## src/rtl/lsu_pkg.sv

```systemverilog
// Shared types and defaults for the load/store unit.
//   lsu_mem_w_type_t : access width/sign encoding carried on req_type
//   lsu_state_t      : LSU sequencer states
//   lsu_req_t        : request fields captured at accept
package lsu_pkg;

    localparam int unsigned SRAM_ADDR_WIDTH   = 11;
    localparam int unsigned SRAM_READ_LATENCY = 2;
    localparam int unsigned DATA_W            = 32;
    localparam int unsigned LSU_TYPE_W        = 3;

    typedef enum logic [LSU_TYPE_W-1:0] {
        WORD   = 3'd0,
        HWORD  = 3'd1,
        HWORDU = 3'd2,
        BYTE   = 3'd3,
        BYTEU  = 3'd4
    } lsu_mem_w_type_t;

    typedef enum logic [2:0] {
        IDLE  = 3'd0,
        ISSUE = 3'd1,
        WAIT  = 3'd2,
        MERGE = 3'd3,
        RESP  = 3'd4
    } lsu_state_t;

    typedef struct packed {
        logic                  write;
        logic [LSU_TYPE_W-1:0] mtype;
        logic [1:0]            offset;
        logic [DATA_W-1:0]     wdata;
    } lsu_req_t;

    // Illegal encoding or an offset that the access width cannot reach.
    function automatic logic lsu_req_err(input logic [LSU_TYPE_W-1:0] t,
                                         input logic [1:0]            off);
        logic err;
        err = 1'b0;
        if (t > LSU_TYPE_W'(BYTEU))                      err = 1'b1;
        else if (t == WORD && off != 2'd0)               err = 1'b1;
        else if ((t == HWORD || t == HWORDU) && off[0])  err = 1'b1;
        return err;
    endfunction

endpackage

```

## src/rtl/lsu_if.sv

```systemverilog
// Execute-side request/response bus of the LSU.
//   master : execute stage (drives req_*, receives resp_* and req_ready)
//   slave  : LSU
// req_type is a raw 3-bit field so that undefined encodings can reach the
// LSU and be reported as errors.
interface lsu_if
    import lsu_pkg::*;
#(
    parameter int unsigned ADDR_W = 32
) ();

    logic                  req_valid;
    logic                  req_ready;
    logic                  req_write;
    logic [LSU_TYPE_W-1:0] req_type;
    logic [ADDR_W-1:0]     req_addr;
    logic [DATA_W-1:0]     req_wdata;
    logic                  resp_valid;
    logic                  resp_err;
    logic [DATA_W-1:0]     resp_rdata;

    modport master (
        output req_valid, req_write, req_type, req_addr, req_wdata,
        input  req_ready, resp_valid, resp_err, resp_rdata
    );

    modport slave (
        input  req_valid, req_write, req_type, req_addr, req_wdata,
        output req_ready, resp_valid, resp_err, resp_rdata
    );

endinterface

```

## src/rtl/lsu_align.sv

```systemverilog
// Sub-word lane handling, purely combinational.
//   word         : word read from SRAM
//   offset       : byte offset within the word
//   mtype        : access width/sign
//   wdata        : right-aligned store data
//   load_data_c  : extracted and extended load result
//   merge_data_c : word with the addressed byte/halfword replaced
module lsu_align
    import lsu_pkg::*;
(
    input  logic [DATA_W-1:0]     word,
    input  logic [1:0]            offset,
    input  logic [LSU_TYPE_W-1:0] mtype,
    input  logic [DATA_W-1:0]     wdata,
    output logic [DATA_W-1:0]     load_data_c,
    output logic [DATA_W-1:0]     merge_data_c
);

    logic [7:0]  byte_lane;
    logic [15:0] half_lane;

    assign byte_lane = word[{offset, 3'b000} +: 8];
    assign half_lane = word[{offset[1], 4'b0000} +: 16];

    // Load extraction
    always_comb begin
        load_data_c = word;
        case (mtype)
            HWORD:   load_data_c = {{16{half_lane[15]}}, half_lane};
            HWORDU:  load_data_c = {16'h0000, half_lane};
            BYTE:    load_data_c = {{24{byte_lane[7]}}, byte_lane};
            BYTEU:   load_data_c = {24'h000000, byte_lane};
            default: load_data_c = word;
        endcase
    end

    // Store merge; unsigned variants behave as their signed counterparts
    always_comb begin
        merge_data_c = word;
        case (mtype)
            HWORD, HWORDU: merge_data_c[{offset[1], 4'b0000} +: 16] = wdata[15:0];
            BYTE, BYTEU:   merge_data_c[{offset, 3'b000} +: 8]      = wdata[7:0];
            default:       merge_data_c = word;
        endcase
    end

endmodule

```

## src/rtl/lsu.sv

```systemverilog
// Load/store unit between execute and a single-port, whole-word data SRAM.
//   clk, rst  : clock, asynchronous active-high reset
//   bus       : lsu_if.slave request/response handshake
//   sram_*    : SRAM strobe, write strobe, word address, write/read data
// One request in flight. Sub-word stores are done as read-modify-write.
module lsu
    import lsu_pkg::*;
#(
    parameter int unsigned ADDR_W       = 32,
    parameter int unsigned SRAM_ADDR_W  = SRAM_ADDR_WIDTH,
    parameter int unsigned READ_LATENCY = SRAM_READ_LATENCY
) (
    input  logic                   clk,
    input  logic                   rst,
    lsu_if.slave                   bus,
    output logic                   sram_en,
    output logic                   sram_we,
    output logic [SRAM_ADDR_W-1:0] sram_addr,
    output logic [DATA_W-1:0]      sram_din,
    input  logic [DATA_W-1:0]      sram_dout
);

    localparam int unsigned LAT_W = (READ_LATENCY > 1) ? $clog2(READ_LATENCY) : 1;

    lsu_state_t             state, state_d;
    logic [LAT_W-1:0]       lat_cnt, lat_cnt_d;
    lsu_req_t               req_q, req_d;

    logic                   ready_d, resp_valid_d, resp_err_d;
    logic [DATA_W-1:0]      resp_rdata_d;
    logic                   sram_en_d, sram_we_d;
    logic [SRAM_ADDR_W-1:0] sram_addr_d;
    logic [DATA_W-1:0]      sram_din_d;

    logic [DATA_W-1:0]      load_data_c, merge_data_c;
    logic                   accept_c, word_store_c;

    // Upper address bits alias onto the SRAM and are intentionally dropped
    logic unused_addr_bits;
    assign unused_addr_bits = ^{bus.req_addr[ADDR_W-1:SRAM_ADDR_W+2]};

    assign accept_c     = bus.req_valid && bus.req_ready;
    assign word_store_c = req_q.write && (req_q.mtype == WORD);

    lsu_align u_align (
        .word         (sram_dout),
        .offset       (req_q.offset),
        .mtype        (req_q.mtype),
        .wdata        (req_q.wdata),
        .load_data_c  (load_data_c),
        .merge_data_c (merge_data_c)
    );

    // State and registered outputs
    always_ff @(posedge clk or posedge rst) begin
        if (rst) begin
            state          <= IDLE;
            lat_cnt        <= '0;
            req_q          <= '0;
            bus.req_ready  <= 1'b0;
            bus.resp_valid <= 1'b0;
            bus.resp_err   <= 1'b0;
            bus.resp_rdata <= '0;
            sram_en        <= 1'b0;
            sram_we        <= 1'b0;
            sram_addr      <= '0;
            sram_din       <= '0;
        end else begin
            state          <= state_d;
            lat_cnt        <= lat_cnt_d;
            req_q          <= req_d;
            bus.req_ready  <= ready_d;
            bus.resp_valid <= resp_valid_d;
            bus.resp_err   <= resp_err_d;
            bus.resp_rdata <= resp_rdata_d;
            sram_en        <= sram_en_d;
            sram_we        <= sram_we_d;
            sram_addr      <= sram_addr_d;
            sram_din       <= sram_din_d;
        end
    end

    // Next state; output registers are loaded with the value for the state being entered
    always_comb begin
        state_d      = state;
        lat_cnt_d    = lat_cnt;
        req_d        = req_q;
        ready_d      = 1'b0;
        resp_valid_d = 1'b0;
        resp_err_d   = 1'b0;
        resp_rdata_d = '0;
        sram_en_d    = 1'b0;
        sram_we_d    = 1'b0;
        sram_addr_d  = sram_addr;
        sram_din_d   = sram_din;

        case (state)
            IDLE: begin
                if (accept_c) begin
                    req_d.write  = bus.req_write;
                    req_d.mtype  = bus.req_type;
                    req_d.offset = bus.req_addr[1:0];
                    req_d.wdata  = bus.req_wdata;
                    if (lsu_req_err(bus.req_type, bus.req_addr[1:0])) begin
                        state_d      = RESP;
                        resp_valid_d = 1'b1;
                        resp_err_d   = 1'b1;
                    end else begin
                        state_d     = ISSUE;
                        sram_en_d   = 1'b1;
                        sram_we_d   = bus.req_write && (bus.req_type == WORD);
                        sram_addr_d = bus.req_addr[SRAM_ADDR_W+1:2];
                        sram_din_d  = bus.req_wdata;
                    end
                end else begin
                    ready_d = 1'b1;
                end
            end
            ISSUE: begin
                if (word_store_c) begin
                    state_d      = RESP;
                    resp_valid_d = 1'b1;
                end else begin
                    state_d   = WAIT;
                    lat_cnt_d = LAT_W'(READ_LATENCY - 1);
                end
            end
            WAIT: begin
                if (lat_cnt == '0) begin
                    if (req_q.write) begin
                        state_d    = MERGE;
                        sram_en_d  = 1'b1;
                        sram_we_d  = 1'b1;
                        sram_din_d = merge_data_c;
                    end else begin
                        state_d      = RESP;
                        resp_valid_d = 1'b1;
                        resp_rdata_d = load_data_c;
                    end
                end else begin
                    lat_cnt_d = lat_cnt - LAT_W'(1);
                end
            end
            MERGE: begin
                state_d      = RESP;
                resp_valid_d = 1'b1;
            end
            RESP: begin
                state_d = IDLE;
                ready_d = 1'b1;
            end
            default: begin
                state_d = IDLE;
            end
        endcase
    end

endmodule
```

## src/flat_wrapper.sv

```systemverilog
// flat-port wrapper written by rule: the top's interface ports become plain ports
module lsu_flat import lsu_pkg::*;
#(
    parameter int unsigned ADDR_W       = 32,
    parameter int unsigned SRAM_ADDR_W  = SRAM_ADDR_WIDTH,
    parameter int unsigned READ_LATENCY = SRAM_READ_LATENCY
)
  (clk, rst, sram_en, sram_we, sram_addr, sram_din, sram_dout, bus_req_valid, bus_req_write, bus_req_type, bus_req_addr, bus_req_wdata, bus_req_ready, bus_resp_valid, bus_resp_err, bus_resp_rdata);
  lsu_if #(.ADDR_W(ADDR_W)) bus_i ();
  input  logic clk;
  input  logic rst;
  output logic sram_en;
  output logic sram_we;
  output logic [SRAM_ADDR_W-1:0] sram_addr;
  output logic [DATA_W-1:0] sram_din;
  input  logic [DATA_W-1:0] sram_dout;
  input wire logic [$bits(bus_i.req_valid)-1:0] bus_req_valid;
  input wire logic [$bits(bus_i.req_write)-1:0] bus_req_write;
  input wire logic [$bits(bus_i.req_type)-1:0] bus_req_type;
  input wire logic [$bits(bus_i.req_addr)-1:0] bus_req_addr;
  input wire logic [$bits(bus_i.req_wdata)-1:0] bus_req_wdata;
  output wire logic [$bits(bus_i.req_ready)-1:0] bus_req_ready;
  output wire logic [$bits(bus_i.resp_valid)-1:0] bus_resp_valid;
  output wire logic [$bits(bus_i.resp_err)-1:0] bus_resp_err;
  output wire logic [$bits(bus_i.resp_rdata)-1:0] bus_resp_rdata;
  assign bus_i.req_valid = bus_req_valid;
  assign bus_i.req_write = bus_req_write;
  assign bus_i.req_type = bus_req_type;
  assign bus_i.req_addr = bus_req_addr;
  assign bus_i.req_wdata = bus_req_wdata;
  assign bus_req_ready = bus_i.req_ready;
  assign bus_resp_valid = bus_i.resp_valid;
  assign bus_resp_err = bus_i.resp_err;
  assign bus_resp_rdata = bus_i.resp_rdata;
  lsu #(.ADDR_W(ADDR_W), .SRAM_ADDR_W(SRAM_ADDR_W), .READ_LATENCY(READ_LATENCY)) u_core (.clk(clk), .rst(rst), .bus(bus_i), .sram_en(sram_en), .sram_we(sram_we), .sram_addr(sram_addr), .sram_din(sram_din), .sram_dout(sram_dout));
endmodule
```

## config.mk

```make
export PLATFORM = sky130hd
export DESIGN_NAME = lsu_flat
export DESIGN_NICKNAME = d
export VERILOG_FILES = /design/src/rtl/lsu_pkg.sv /design/src/rtl/lsu_if.sv /design/src/rtl/lsu_align.sv /design/src/rtl/lsu.sv /design/src/flat_wrapper.sv
export SDC_FILE = /design/constraint.sdc
export NUM_CORES = 1
export LEC_CHECK = 0
export CORE_MARGIN = 8
export CORE_UTILIZATION = 44
export DETAILED_ROUTE_END_ITERATION = 16
export GPL_ROUTABILITY_DRIVEN = 0
export PLACE_DENSITY = 0.72
export REMOVE_ABC_BUFFERS = 1
export SYNTH_ARGS = -nofsm -noshare
export SYNTH_HDL_FRONTEND = slang
export SYNTH_HIERARCHICAL = 1
export SYNTH_SLANG_ARGS = --single-unit
```

## constraint.sdc

```tcl
create_clock -name clk -period 6 [get_ports clk]
set_clock_uncertainty 0.15 [all_clocks]
set_input_delay 1.2 -clock clk [delete_from_list [all_inputs] [get_ports clk]]
set_output_delay 1.2 -clock clk [all_outputs]
set_load 0.1 [all_outputs]
```

## After elaboration in Yosys (flattened, before gate mapping)

Index checks and enable logic that the tools add are counted.

- Word-level logic and storage cells: 102
- Input bits: 103
- Register bits after elaboration: 106
- Output and inout port bits: 80

- Mux-type cells: 43
- Bitwise gates (word level): 1
- Reduce and logical (&&, ||, !) cells: 19
- Add/subtract/negate cells: 3
- Order comparisons: 1
- Shift-type cells: 6
- Eq/ne operators: 15

Operator list:

| cell | number |
|---|---|
| $mux 32 | 7 |
| $pmux 32 s2 | 2 |
| $pmux 32 s4 | 1 |
| $bwmux 32 | 2 |
| $shift 16x7->32 const A | 1 |
| $shift 8x7->32 const A | 1 |
| $shiftx 16x7->32 | 1 |
| $shiftx 32x6->16 | 1 |
| $shiftx 32x6->8 | 1 |
| $shiftx 8x7->32 | 1 |
| $mux 1 | 20 |
| $eq 3x2->1 const B | 5 |
| $mux 3 | 5 |
| $neg 5->7 | 2 |
| $pmux 3 s4 | 1 |
| $eq 3x1->1 const B | 3 |
| $logic_not 3->1 | 3 |
| $pmux 1 s2 | 4 |
| $eq 3x3->1 const B | 2 |
| $ne 2x2->1 const B | 3 |
| $reduce_and 2->1 | 3 |
| $reduce_bool 2->1 | 3 |
| $logic_and 1x1->1 | 5 |
| $reduce_and 5->1 | 1 |
| 8 further kinds | 10 |

## Depth between registers and ports, before layout

- Depth in word-level cells: 11
- Gate-level depth with buffers: 11
- Mapped depth without buffers: 7

## Hierarchy

The synthesis kept the hierarchy.

Modules (own cells, without submodules):

| module | instances | area an instance (um^2) | cells each |
|---|---|---|---|
| lsu | 1 | 5029.8 | 399 |
| lsu_align | 1 | 2577.5 | 406 |

## Worst setup path after synthesis

Ideal clock, no wire load.

- Kind: input-to-reg
- Start point: input port bus_req_type[0]
- End point: register u_core.sram_din[10]
- Arrival time: 2.500 ns
- Stages: 6
- Setup slack: 3.224 ns
- Cell sequence: or2_1 -> a221oi_2 -> a22o_1 -> buf_6 -> buf_12 -> mux2_4

- Longest elaborated chain between the ends: 10
- Elaborated cells on any way between the ends: 14
- Classes of those cells: order compare: 1; eq/ne: 3; mux: 5; reduce/logical: 5

Ends and longest elaborated chain:

| what | RTL line | source |
|---|---|---|
| from (decl) | flat_wrapper.sv:19 | `input wire logic [$bits(bus_i.req_type)-1:0] bus_req_type;` |
| $eq 3x1->1 or $eq 3x2->1 (tied branches) | lsu_pkg.sv:42 | `else if ((t == HWORD \|\| t == HWORDU) && off[0]) err = 1'b1;` |
| $logic_or 1x1->1 | lsu_pkg.sv:42 |  |
| $logic_and 1x1->1 | lsu_pkg.sv:42 |  |
| $mux 1 | lsu_pkg.sv:42 |  |
| $mux 1 | lsu_pkg.sv:41 | `else if (t == WORD && off != 2'd0) err = 1'b1;` |
| $mux 1 (*) | lsu_pkg.sv:40 | `if (t > LSU_TYPE_W'(BYTEU)) err = 1'b1;` |
| $mux 1 (*) | lsu.sv:99 | `if (accept_c) begin` |
| $mux 1 (*) | lsu.sv:97 | `case (state)` |
| $ne 2x2->1 (no line) (*) | n/a |  |
| $reduce_and 5->1 (no line) (*) | n/a |  |
| to (signal assigned) | lsu.sv:79 | `sram_din <= sram_din_d;` |
| to (decl) | lsu.sv:19 | `output logic [DATA_W-1:0] sram_din,` |

Mark *: on every way between the ends. The rest lies on a longest branch, timed or not. The select of a mux whose other input is x is not followed.
A chain may end at the register's enable or synchronous reset.

## Worst setup path after layout

- Start point: register u_core/req_q[35] in the netlist's numbering
- End point: register u_core.bus.resp_rdata[15]

- Longest elaborated chain between the ends: 5
- Elaborated cells on any way between the ends: 8
- Classes of those cells: eq/ne: 4; mux: 4

Ends and longest elaborated chain:

| what | RTL line | source |
|---|---|---|
| from (decl) | lsu.sv:27 | `lsu_req_t req_q, req_d;` |
| from (signal assigned) | lsu.sv:71 | `req_q <= req_d;` |
| $eq 3x3->1, or another cell as far along | lsu_align.sv:28 | `case (mtype)` |
| $pmux 32 s4 (*) | lsu_align.sv:28 |  |
| via u_core.load_data_c[15] | lsu.sv:35 | `logic [DATA_W-1:0] load_data_c, merge_data_c;` |
| $mux 32 (*) | lsu.sv:130 | `if (req_q.write) begin` |
| $mux 32 (*) | lsu.sv:129 | `if (lat_cnt == '0) begin` |
| $mux 32 (*) | lsu.sv:97 |  |
| via u_core.resp_rdata_d[15] | lsu.sv:30 | `logic [DATA_W-1:0] resp_rdata_d;` |
| to (signal assigned) | lsu.sv:75 | `bus.resp_rdata <= resp_rdata_d;` |
| to (decl) | lsu_if.sv:29 | `output req_ready, resp_valid, resp_err, resp_rdata` |

Mark *: on every way through the listed nets, which the timed path passes. The rest lies on a longest branch.

==> reports/summary.txt <==
status: completed
Die H: 142 um
Worst slew margin: 0.201
buffer depth of the longest clock path: 2
core area: 15700 um^2
DR pass1 iterations: 6
Row Count: 46
synth warn: 6
Final Max Tran Viols: 0
min-delay worst type: reg2reg
layout cells sized above 1: 0.147
Post-Syn Area per Cell: 9.50 um^2
Startpoint Class: register
crit path capture type: register
DRC: 0
GRT Total Usage: 0.216
Final HPWL DP: 14.9 mm
Syn Inst Count: 739
cell chain of the critical path: nand2_1 -> o22ai_1 -> nand3_1 -> and3_1 -> and2_1
first-pass GRT wire length: 34.1 mm
final WL: 22.1 mm
clock sinks: 106
max cap viols: 0
Storage cell area: 2650 um^2
Worst-Skew Late Latency: 360 ps
CP arrival: 3960 ps
CTS tree: built
synthesized cell area: 7020 um^2
GRT Residual Overflow: 0
fill cell count: 1394
vias in the first global route: 5927
CTS root buffer: clkbuf_16
Cells after DPL: 1066
Resize count post-CTS: 0
initial antenna violation count: 0
Multi-input gate area: 3900 um^2
# hold bufs at CTS: 0
largest net degree at the start of global routing: 66
Layout Cells excl Fill: 1082
Final period util: 0.641
max frequency: 260 MHz
htree depth: 3
Buf+Inv Stages, Crit Path: 0
post-CTS setup buffer count: 0
Clock transition at path regs: 70 ps
post-route ant nets: 0
min Tclk post-route: 3840 ps
count of final hold-check violations: 0
DRT iter0 DRCs: 828
Worst Tran Pin Value: 1200 ps
worst stage delay on the critical path: 1130 ps
post-layout util: 0.572
wire per inst: 20.5 um
RSZ-0062 raised after global routing: false
CP max-delay cell: dfrtp_1
post-DR vias/cell: 5.87
Top delay family on crit path: simple AND/OR/NAND/NOR gates
PortBufs: 163
final setup violation count: 0
Antenna Cells: 0
# nets final: 969
die footprint: 20300 um^2
Die Width: 142 um
setup TNS: 0 ps
Syn-to-layout area delta: 28.1%
Crit Path Class: reg2reg
TritonCTS buffer count: 9
CP max FO: 34
Starting Density: 0.447
I/O Pins: 183
Via Count: 6355
worst path required time: 6110 ps
## cell type report
cell class              count  area share
clock buffers              13      0.0267
clock inverters             3     0.00724
inverters                  36      0.0153
multi-input cells         532       0.433
flip-flops and latches    106       0.295
well taps                 216      0.0301
repair buffers            176       0.192
## layer usage
| layer | routed length [um] | up-vias | global-route usage |
|---|---|---|---|
| met5 | 0 | - | 0 |
| met4 | 308 | 0 | 0.0649 |
| met3 | 2410 | 34 | 0.0627 |
| met2 | 10000 | 388 | 0.328 |
| met1 | 9410 | 2993 | 0.290 |
| li1 | - | 2940 | - |
## stage by stage
| step | setup WS (ps) | hold slack [ps] | instance area (um^2) |
|---|---|---|---|
| final | 2160 | 356 | 8990 |
| after global placement | 1980 | 338 | 8690 |
| after global routing | 2050 | 371 | 8990 |
| after CTS | 2270 | 363 | 8990 |
| after detailed placement | 1900 | 342 | 8690 |
| after floorplan | 1860 | 342 | 6660 |
## path summary, 6_finish.rpt
path	to	startpoint	slack, ps	depth (start not counted)
hold / removal	u_core/sram_addr[1]	u_core/sram_addr[1]	360	1
hold reg to reg	u_core/sram_addr[1]	u_core/sram_addr[1]	360	1
setup / recovery	u_core/bus.resp_rdata[15]	u_core/req_q[35]	2160	5
min in group asynchronous	u_core/sram_addr[1]	rst	1170	2
max in group asynchronous	u_core/sram_en	rst	3390	3
setup reg to reg	u_core/bus.resp_rdata[15]	u_core/req_q[35]	2160	5
## state kept, by name, indices dropped and copies added (netlist names)
name	cells
u_core/state	3
u_core/sram_en	1
u_core/lat_cnt	1
u_core/bus.resp_rdata	32
u_core/bus.resp_err	1
u_core/bus.resp_valid	1
u_core/sram_we	1
u_core/sram_din	32
u_core/sram_addr	11
u_core/req_q	22
u_core/bus.req_ready	1
## cell usage in the layout, fill, tap and decap left out, drive strengths merged, types with 3 or more instances in the layout
master	instances
a2bb2oi	7
nand2	96
a21o	17
ha	5
mux4	7
nor2	35
clkdlybuf4s50	163
o32ai	60
or3	3
nor3b	9
and2	33
dfrtp	106
buf	13
inv	36
clkbuf	13
nor2b	23
o21ai	4
a21oi	83
nand3	3
o2bb2ai	16
mux2	77
nor3	4
o22ai	24
Power is not shown: default switching activity piles up to over one toggle a cycle in this logic, so the estimate is an artifact.
